===== config.mk =====
export PLATFORM = sky130hd
export DESIGN_NAME = seq_endpoint_tracker
export DESIGN_NICKNAME = d
export VERILOG_FILES = /design/src/rtl/seq_endpoint_tracker.sv
export SDC_FILE = /design/constraint.sdc
export NUM_CORES = 1
export LEC_CHECK = 0
export ABC_AREA = 1
export BUFFER_PORTS_ARGS = -buffer_cell sky130_fd_sc_hd__buf_2
export CORE_ASPECT_RATIO = 1.5
export CORE_MARGIN = 2
export CORE_UTILIZATION = 50
export DETAILED_ROUTE_END_ITERATION = 16
export PLACE_DENSITY_LB_ADDON = 0.05
export SLEW_MARGIN = 10
export SYNTH_ARGS = -nofsm -noshare
export SYNTH_HDL_FRONTEND = slang
export SYNTH_SLANG_ARGS = --single-unit

===== constraint.sdc =====
create_clock -name clk -period 1.85 [get_ports clk]
set_input_delay 0.37 -clock clk [delete_from_list [all_inputs] [get_ports clk]]
set_output_delay 0.37 -clock clk [all_outputs]
set_load 0.1 [all_outputs]

===== src/rtl/seq_endpoint_tracker.sv =====
// Multi-channel sequence end-point detector: each channel chains up to DEPTH step
// conditions on src_tick and holds every detected end point until a dst_tick consumes it.
module seq_endpoint_tracker #(
  parameter int N_CH  = 2,
  parameter int DEPTH = 4,
  parameter int LEN_W = 3,
  parameter int CNT_W = 8
) (
  input  logic                    clk,
  input  logic                    rst,
  input  logic                    src_tick,
  input  logic                    dst_tick,
  input  logic                    flush_i,
  input  logic [LEN_W-1:0]        seq_len,
  input  logic [N_CH*DEPTH-1:0]   step_i,
  output logic [N_CH-1:0]         ended_o,
  output logic [N_CH-1:0]         matched_o,
  output logic [N_CH-1:0]         pending_o,
  output logic [N_CH*CNT_W-1:0]   drop_cnt_o
);

  logic [LEN_W-1:0] len_q;
  logic [LEN_W-1:0] effLen;
  logic             clearAct;
  logic [DEPTH-1:0] lenMask;

  logic [DEPTH-1:0] act_q [N_CH];
  logic [DEPTH-1:0] act_d [N_CH];
  logic [DEPTH-1:0] chain [N_CH];
  logic [CNT_W-1:0] drop_q [N_CH];
  logic [CNT_W-1:0] drop_d [N_CH];

  logic [N_CH-1:0] hit;
  logic [N_CH-1:0] consume;
  logic [N_CH-1:0] pend_q;
  logic [N_CH-1:0] pend_d;
  logic [N_CH-1:0] ended_q;
  logic [N_CH-1:0] matched_q;

  // A seq_len change discards in-flight attempts exactly like a flush, but keeps pend.
  always_comb begin
    effLen   = (int'(seq_len) > DEPTH) ? LEN_W'(DEPTH) : seq_len;
    clearAct = flush_i | (seq_len != len_q);
    for (int k = 0; k < DEPTH; k++) begin
      lenMask[k] = (k < int'(effLen));
    end
  end

  // chain[k] is "steps 0..k all true ending now"; its bit L-1 is the hit for length L.
  always_comb begin
    for (int ch = 0; ch < N_CH; ch++) begin
      chain[ch] = DEPTH'({act_q[ch], 1'b1}) & step_i[ch*DEPTH +: DEPTH];
      hit[ch]   = 1'b0;
      for (int k = 0; k < DEPTH; k++) begin
        if (int'(effLen) == k + 1) begin
          hit[ch] = chain[ch][k];
        end
      end
      hit[ch] = hit[ch] & src_tick & ~clearAct;

      act_d[ch] = act_q[ch];
      if (clearAct) begin
        act_d[ch] = '0;
      end else if (src_tick) begin
        act_d[ch] = chain[ch] & lenMask;
      end

      // Only an end point already held at the start of the cycle can be consumed.
      consume[ch] = dst_tick & pend_q[ch] & ~flush_i;
      pend_d[ch]  = ~flush_i & (hit[ch] | (pend_q[ch] & ~consume[ch]));

      drop_d[ch] = drop_q[ch];
      if (hit[ch] && pend_q[ch] && !consume[ch] && (drop_q[ch] != {CNT_W{1'b1}})) begin
        drop_d[ch] = drop_q[ch] + CNT_W'(1);
      end
    end
  end

  always_ff @(posedge clk) begin
    if (rst) begin
      len_q     <= '0;
      pend_q    <= '0;
      ended_q   <= '0;
      matched_q <= '0;
      for (int ch = 0; ch < N_CH; ch++) begin
        act_q[ch]  <= '0;
        drop_q[ch] <= '0;
      end
    end else begin
      len_q     <= seq_len;
      pend_q    <= pend_d;
      ended_q   <= hit;
      matched_q <= consume;
      for (int ch = 0; ch < N_CH; ch++) begin
        act_q[ch]  <= act_d[ch];
        drop_q[ch] <= drop_d[ch];
      end
    end
  end

  assign ended_o   = ended_q;
  assign matched_o = matched_q;
  assign pending_o = pend_q;

  for (genvar ch = 0; ch < N_CH; ch++) begin : gDropOut
    assign drop_cnt_o[ch*CNT_W +: CNT_W] = drop_q[ch];
  end

endmodule


Word level (Yosys, flattened, before mapping):

Memory sizes are Yosys's and may differ from the RTL's.
Cells that the tools add are included.

* register bits after elaboration: 9
* memory bits (writable): 24
* input bits: 16
* memories: 2

Memories
* drop_q: depth 2, width 8, read ports 2, clocked after memory_dff 0, write ports 2, RTL line 30 `logic [CNT_W-1:0] drop_q [N_CH];`
* act_q: depth 2, width 4, read ports 2, clocked after memory_dff 0, write ports 2, RTL line 27 `logic [DEPTH-1:0] act_q [N_CH];`

* add/subtract/negate cells: 2
* $lt $le $gt $ge: 5
* equality and inequality tests: 7
* mux-type cells: 22
* bitwise logic cells: 27
* reduce and logical (&&, ||, !) cells: 8

Operators by type and width (number)
* 8-bit two-way mux: 4
* 4-bit two-way mux: 6
* 8-bit by 1-bit adder with 8-bit output, second input constant: 2
* 4-bit AND: 4
* 8-bit inequality test, second input constant: 2
* 1-bit AND: 12
* 1-bit two-way mux: 11
* 3-bit == test, second input constant: 3
* 1-bit OR: 7
* 1-bit logical AND: 6
* 1-bit by 3-bit less-than comparator with 1-bit output, first input constant: 2
* 2-bit by 3-bit less-than comparator with 1-bit output, first input constant: 2
* 1-bit inverter: 4
* 3-bit by 2-bit == test with 1-bit output, second input constant: 1
* 3-bit > comparator, second input constant: 1
* 3-bit two-way mux: 1
* 3-bit inequality test: 1
* 1-bit logical NOT: 2

Logic depth before layout (Yosys ltp):

* word-level depth: 14
* depth in mapped cells: 12

Worst setup path after synthesis:

Ideal clock, no wire load.

* kind: reg2reg
* start: memory drop_q[1][0] (netlist: drop_q[0][8])
* end: memory drop_q[1][0] (netlist: drop_q[0][8])
* library setup time: 61 ps
* arrival time: 2176 ps
* required time: 1789 ps
* slack: -387 ps
* stages on the path, launching flop included: 10
* clock period less this slack: 2237 ps
* cell sequence: dfxtp_1 > ha_1 > nand2_1 > nor2_2 > nand2_1 > nand2_2 > nor2_4 > buf_6 > a21oi_1 > o21a_1

RTL lines (RTL line)
* start, declared: 30

==> results.md <==
- The source of the worst register-to-register timing path is drop_q[0][8]$_SDFFE_PP0P_.
- The number of cells on the worst hold path is 3.
- The overall power consumption is 1.350 mW.
- The net switching power figure is 306.8 µW.
- After detailed routing, the number of vias per cell comes to 4.761.
- Yosys mapped the design onto 29 distinct sky130hd cell types.
- The path class of the tightest hold or removal check is primary input to register.
- Between clock sinks in the finished design, the worst skew comes to 7.530 ps.
- The synthesized instance count is 226.
- For this run, the top clock speed supported by timing is 630.3 MHz.
- The maximum fanout encountered on the critical timing path is 11.
- The count of maximum capacitance violations is 0.
- The final RePlAce weighted congestion is 0.8374.
- The core region is 2943 µm².
- Relative to the synthesized area, the layout overhead comes to 22.06%.
- The detailed-route wire length is 3.207 mm.
- The via count is 1471.
- The fraction of layout cells with a size suffix above 1 is 0.2889.
- In this run the remaining antenna-violating nets after routing total 0.
- The clock transition at the registers of the reported paths is 60 ps.
- The number of max-slew violations in the final report came to 0.
- The most common cell type on the critical path is nand2_1.
- The number of antenna violations at the first check in global routing was 0.
- For the worst-skew pair, the clock arrives at the later sink with an insertion delay of 280 ps.
- The repair_antennas step left the layout with diodes totalling 0.
- At the pin with the least slew margin, the transition time is 487.7 ps.
- The die height is 72.28 µm.
- STA classifies the critical path endpoint as a register.
- The share of the Yosys chip area taken by registers is 0.3994.
- Of the total power, registers draw 0.499.
- The die area is 3579 µm².
- The number of hold buffers added after CTS was 0.
- The CTS tree is done.
- The total of buffers placed on input and output ports is 37.
- The initial core utilization is 0.5281.
- The DRC marker count from the first detailed-route iteration is 35.
- The setup-violating endpoint count in the final report is 0.
- Dividing the final minimum period by the clock period gives 0.8576.
- The net switching fraction of the power is 0.2273.
- The row count is 24.
- The total instance count after detailed placement is 301.
- The worst max-slew margin expressed relative to the limit is 0.6771.
- The wire length of the first global-routing pass is 5.395 mm.
- The via count of the first global-routing pass is 1299.
- The worst ir drop on vdd is 645.6 µV.
- In this design, the stage delay of the slowest critical-path cell is 340 ps.
- The number of post-CTS setup repair buffers is 0.
- Of the total power, the clock network draws 0.431.
- The worst setup path is launched from a register.
- The number of gates resized after CTS was 0.
- The cell area that synthesis handed to floorplanning was 1554 µm².
- The root buffer cell chosen for the clock tree is clkbuf_8.
- The count of TritonRoute iterations in the first routing pass is 4.
- The leftover overflow at the end of global routing is 0.
- Counting every net in the synthesized netlist gives 244.
- The I/O pin total is 38.
- The clock passes through at most 2 buffers.
- In this run the most critical hold path is launched from seq_len[1].
- The worst reg-to-reg path cell count is 9.
- The finished cells cover 1897 µm².
- The final routed wire length divided by cell count is 10.38 µm.
- The net total in the final layout is 287.
- The data arrival time of the worst path is 1760 ps.
- Buffers inserted during clock tree synthesis total 5.
- During synthesis, Yosys emitted a total of 0 warnings.
- The die is 49.52 µm wide.
- The number of H-tree levels is 2.
- The biggest area contributor in the post-synthesis netlist is dfxtp_1.
- The detailed-placement wirelength estimate is 2.463 mm.
- The register bit total from synthesis is 31.
- Excluding fillers, the count of instances in the completed layout stands at 309.
- For hold timing, the worst endpoint is len_q[1]$_SDFF_PP0_.
- The setup check on the worst reg-to-reg path leaves a slack of 260 ps.
- The total power divided by cell area is 711.7 nW/µm².
- The average instance in the mapped netlist occupies 6.876 µm².
- Across every metal layer, demand over resource in global routing totals 0.1965.
- The cell class contributing the biggest share of worst-path delay is simple AND/OR/NAND/NOR gates.
- The total placed instance area is 1797 µm².
- Setup repair after global routing left no endpoint under its margin.
- The pin count of the biggest net entering global routing is 12.
- The cell-internal power is 1.043 mW.
- The number of sinks driven by the clock tree is 31.
- The run finished with clean final reports.
- The accumulated negative setup slack is 0 ps.
- In this run the critical register-to-register path is captured at drop_q[0][13]$_SDFFE_PP0P_.
- The critical-path cell with the highest stage delay is dfxtp_2.
- Traced cell by cell, the critical path runs through ha_1 -> nand2_1 -> nor2_2 -> nand2_1 -> nand2_2 -> nor2_4 -> nand2_1 -> o21ai_0 -> nor2_1.
- The share of total power dissipated in combinational logic is 0.070.
- The standby leakage power is 0.8830 nW.
- Yosys attributes the largest share of cell area to dfxtp_1 40%, nand2_1 15%, nor2_1 8.5%, inv_1 5.3%, nand3_1 5.2%.
- The buffering stage count on the worst path with inverters included is 0.
- Data on the critical path is required at its endpoint by 2020 ps.
- For this run, design rule violations remaining after detail routing come to 0.
- Subtracting the final worst setup slack from the clock period gives 1587 ps.
- The number of hold-slack violations in the final timing report came to 0.
- The type of the worst setup path is register to register.
- The share of synthesized area in the top cell type comes to 0.3994.
cell usage in the layout, fill, tap and decap left out, types with 2 or more instances in the layout:
| cell | instances |
|---|---|
| nor2_4 | 4 |
| buf_2 | 37 |
| nand2_2 | 2 |
| nor3_2 | 2 |
| nand3_1 | 16 |
| o21ai_0 | 3 |
| buf_4 | 2 |
| nand2_1 | 64 |
| nor2_2 | 5 |
| nor3_1 | 5 |
| clkbuf_8 | 7 |
| dfxtp_1 | 20 |
| inv_2 | 3 |
| nor2_1 | 35 |
| a21oi_1 | 15 |
| ha_1 | 2 |
| inv_1 | 22 |
| or2_2 | 2 |
| dfxtp_2 | 11 |
| a32oi_1 | 2 |
worst max path at each step:
stage               slack [ps]  cells past startpoint                 startpoint                          to
floorplan                  0.2                      8    pending_o[1]$_SDFF_PP0_  drop_q[0][12]$_SDFFE_PP0P_
global placement           150                     12                 seq_len[0]  drop_q[0][13]$_SDFFE_PP0P_
detailed placement          90                     11                 seq_len[2]  drop_q[0][13]$_SDFFE_PP0P_
CTS                        270                      9  drop_q[0][0]$_SDFFE_PP0P_   drop_q[0][7]$_SDFFE_PP0P_
global route               140                      9  drop_q[0][8]$_SDFFE_PP0P_  drop_q[0][13]$_SDFFE_PP0P_
finish                     260                      9  drop_q[0][8]$_SDFFE_PP0P_  drop_q[0][13]$_SDFFE_PP0P_
synthesized netlist by cell type:
| master | instances |
|---|---|
| a211oi_1 | 1 |
| a21oi_1 | 15 |
| a31oi_1 | 1 |
| a32oi_1 | 2 |
| and2_1 | 1 |
| buf_2 | 1 |
| buf_6 | 1 |
| clkbuf_1 | 1 |
| dfxtp_1 | 31 |
| ha_1 | 2 |
| inv_1 | 22 |
| inv_2 | 3 |
| nand2_1 | 64 |
| nand2_2 | 2 |
| nand2_4 | 1 |
| nand3_1 | 16 |
| nand3_4 | 1 |
| nand4_1 | 1 |
| nor2_1 | 35 |
| nor2_2 | 5 |
| nor2_4 | 4 |
| nor3_1 | 5 |
| nor3_2 | 2 |
| nor3b_2 | 1 |
| o21a_1 | 1 |
| o21ai_0 | 3 |
| o21ai_1 | 1 |
| or2_2 | 2 |
| xor2_1 | 1 |
sequential cells by signal, summed over array words and instances, names as in the netlist:
| register | cells |
|---|---|
| drop_q | 16 |
| matched_o | 2 |
| len_q | 3 |
| act_q | 6 |
| ended_o | 2 |
| pending_o | 2 |
power by group through the flow:
stage               registers, mW  logic [mW]  clock network [mW]
floorplan                   0.692      0.0548                   0
global placement            0.688      0.0954                   0
detailed placement          0.688      0.0954                   0
CTS                         0.673      0.0959               0.597
global route                0.674       0.108               0.625
finish                      0.674      0.0951               0.581
logic make-up (layout without fill, tap and decap cells):
| family | Yosys count | after routing | synth area share |
|---|---|---|---|
| compound gates | 24 | 24 | 0.08615 |
| xor+xnor | 1 | 1 | 0.005637 |
| fa+ha+maj | 2 | 2 | 0.01610 |
| buf+inv | 28 | 72 | 0.07326 |
| flops | 31 | 31 | 0.3994 |
| simple gates | 140 | 140 | 0.4195 |
cell type report:
type,instances,area (µm²)
Tap cell,39,48.80
Fill cell,299,1046
Inverter,25,93.84
Timing Repair Buffer,39,200.2
Multi-Input combinational cell,167,819.5
Clock buffer,8,100.1
Sequential cell,31,634.4
stage by stage:
step | hold slack, ps | util | setup WS (ps)
CTS | 360.0 | 0.6446 | 265.0
global route | 382.9 | 0.6446 | 138.8
global placement | 439.5 | 0.6105 | 147.2
detailed placement | 443.9 | 0.6105 | 89.24
finish | 362.0 | 0.6446 | 263.4
floorplan | 445.3 | - | 0.2407
tightest hold or removal path, cell delays in order:
cell and delay (ps):
buf_2 110, inv_1 60, nor2_1 70
routing by layer:
metal / GRT usage / vias up / part of all wire
li1: - / 800 / -
met1: 0.2132 / 625 / 0.43
met2: 0.3570 / 40 / 0.51
met3: 0.04938 / 6 / 0.042
met4: 0.08333 / 0 / 0.018
met5: 0 / - / 0
(Power assumes the default switching activity.)
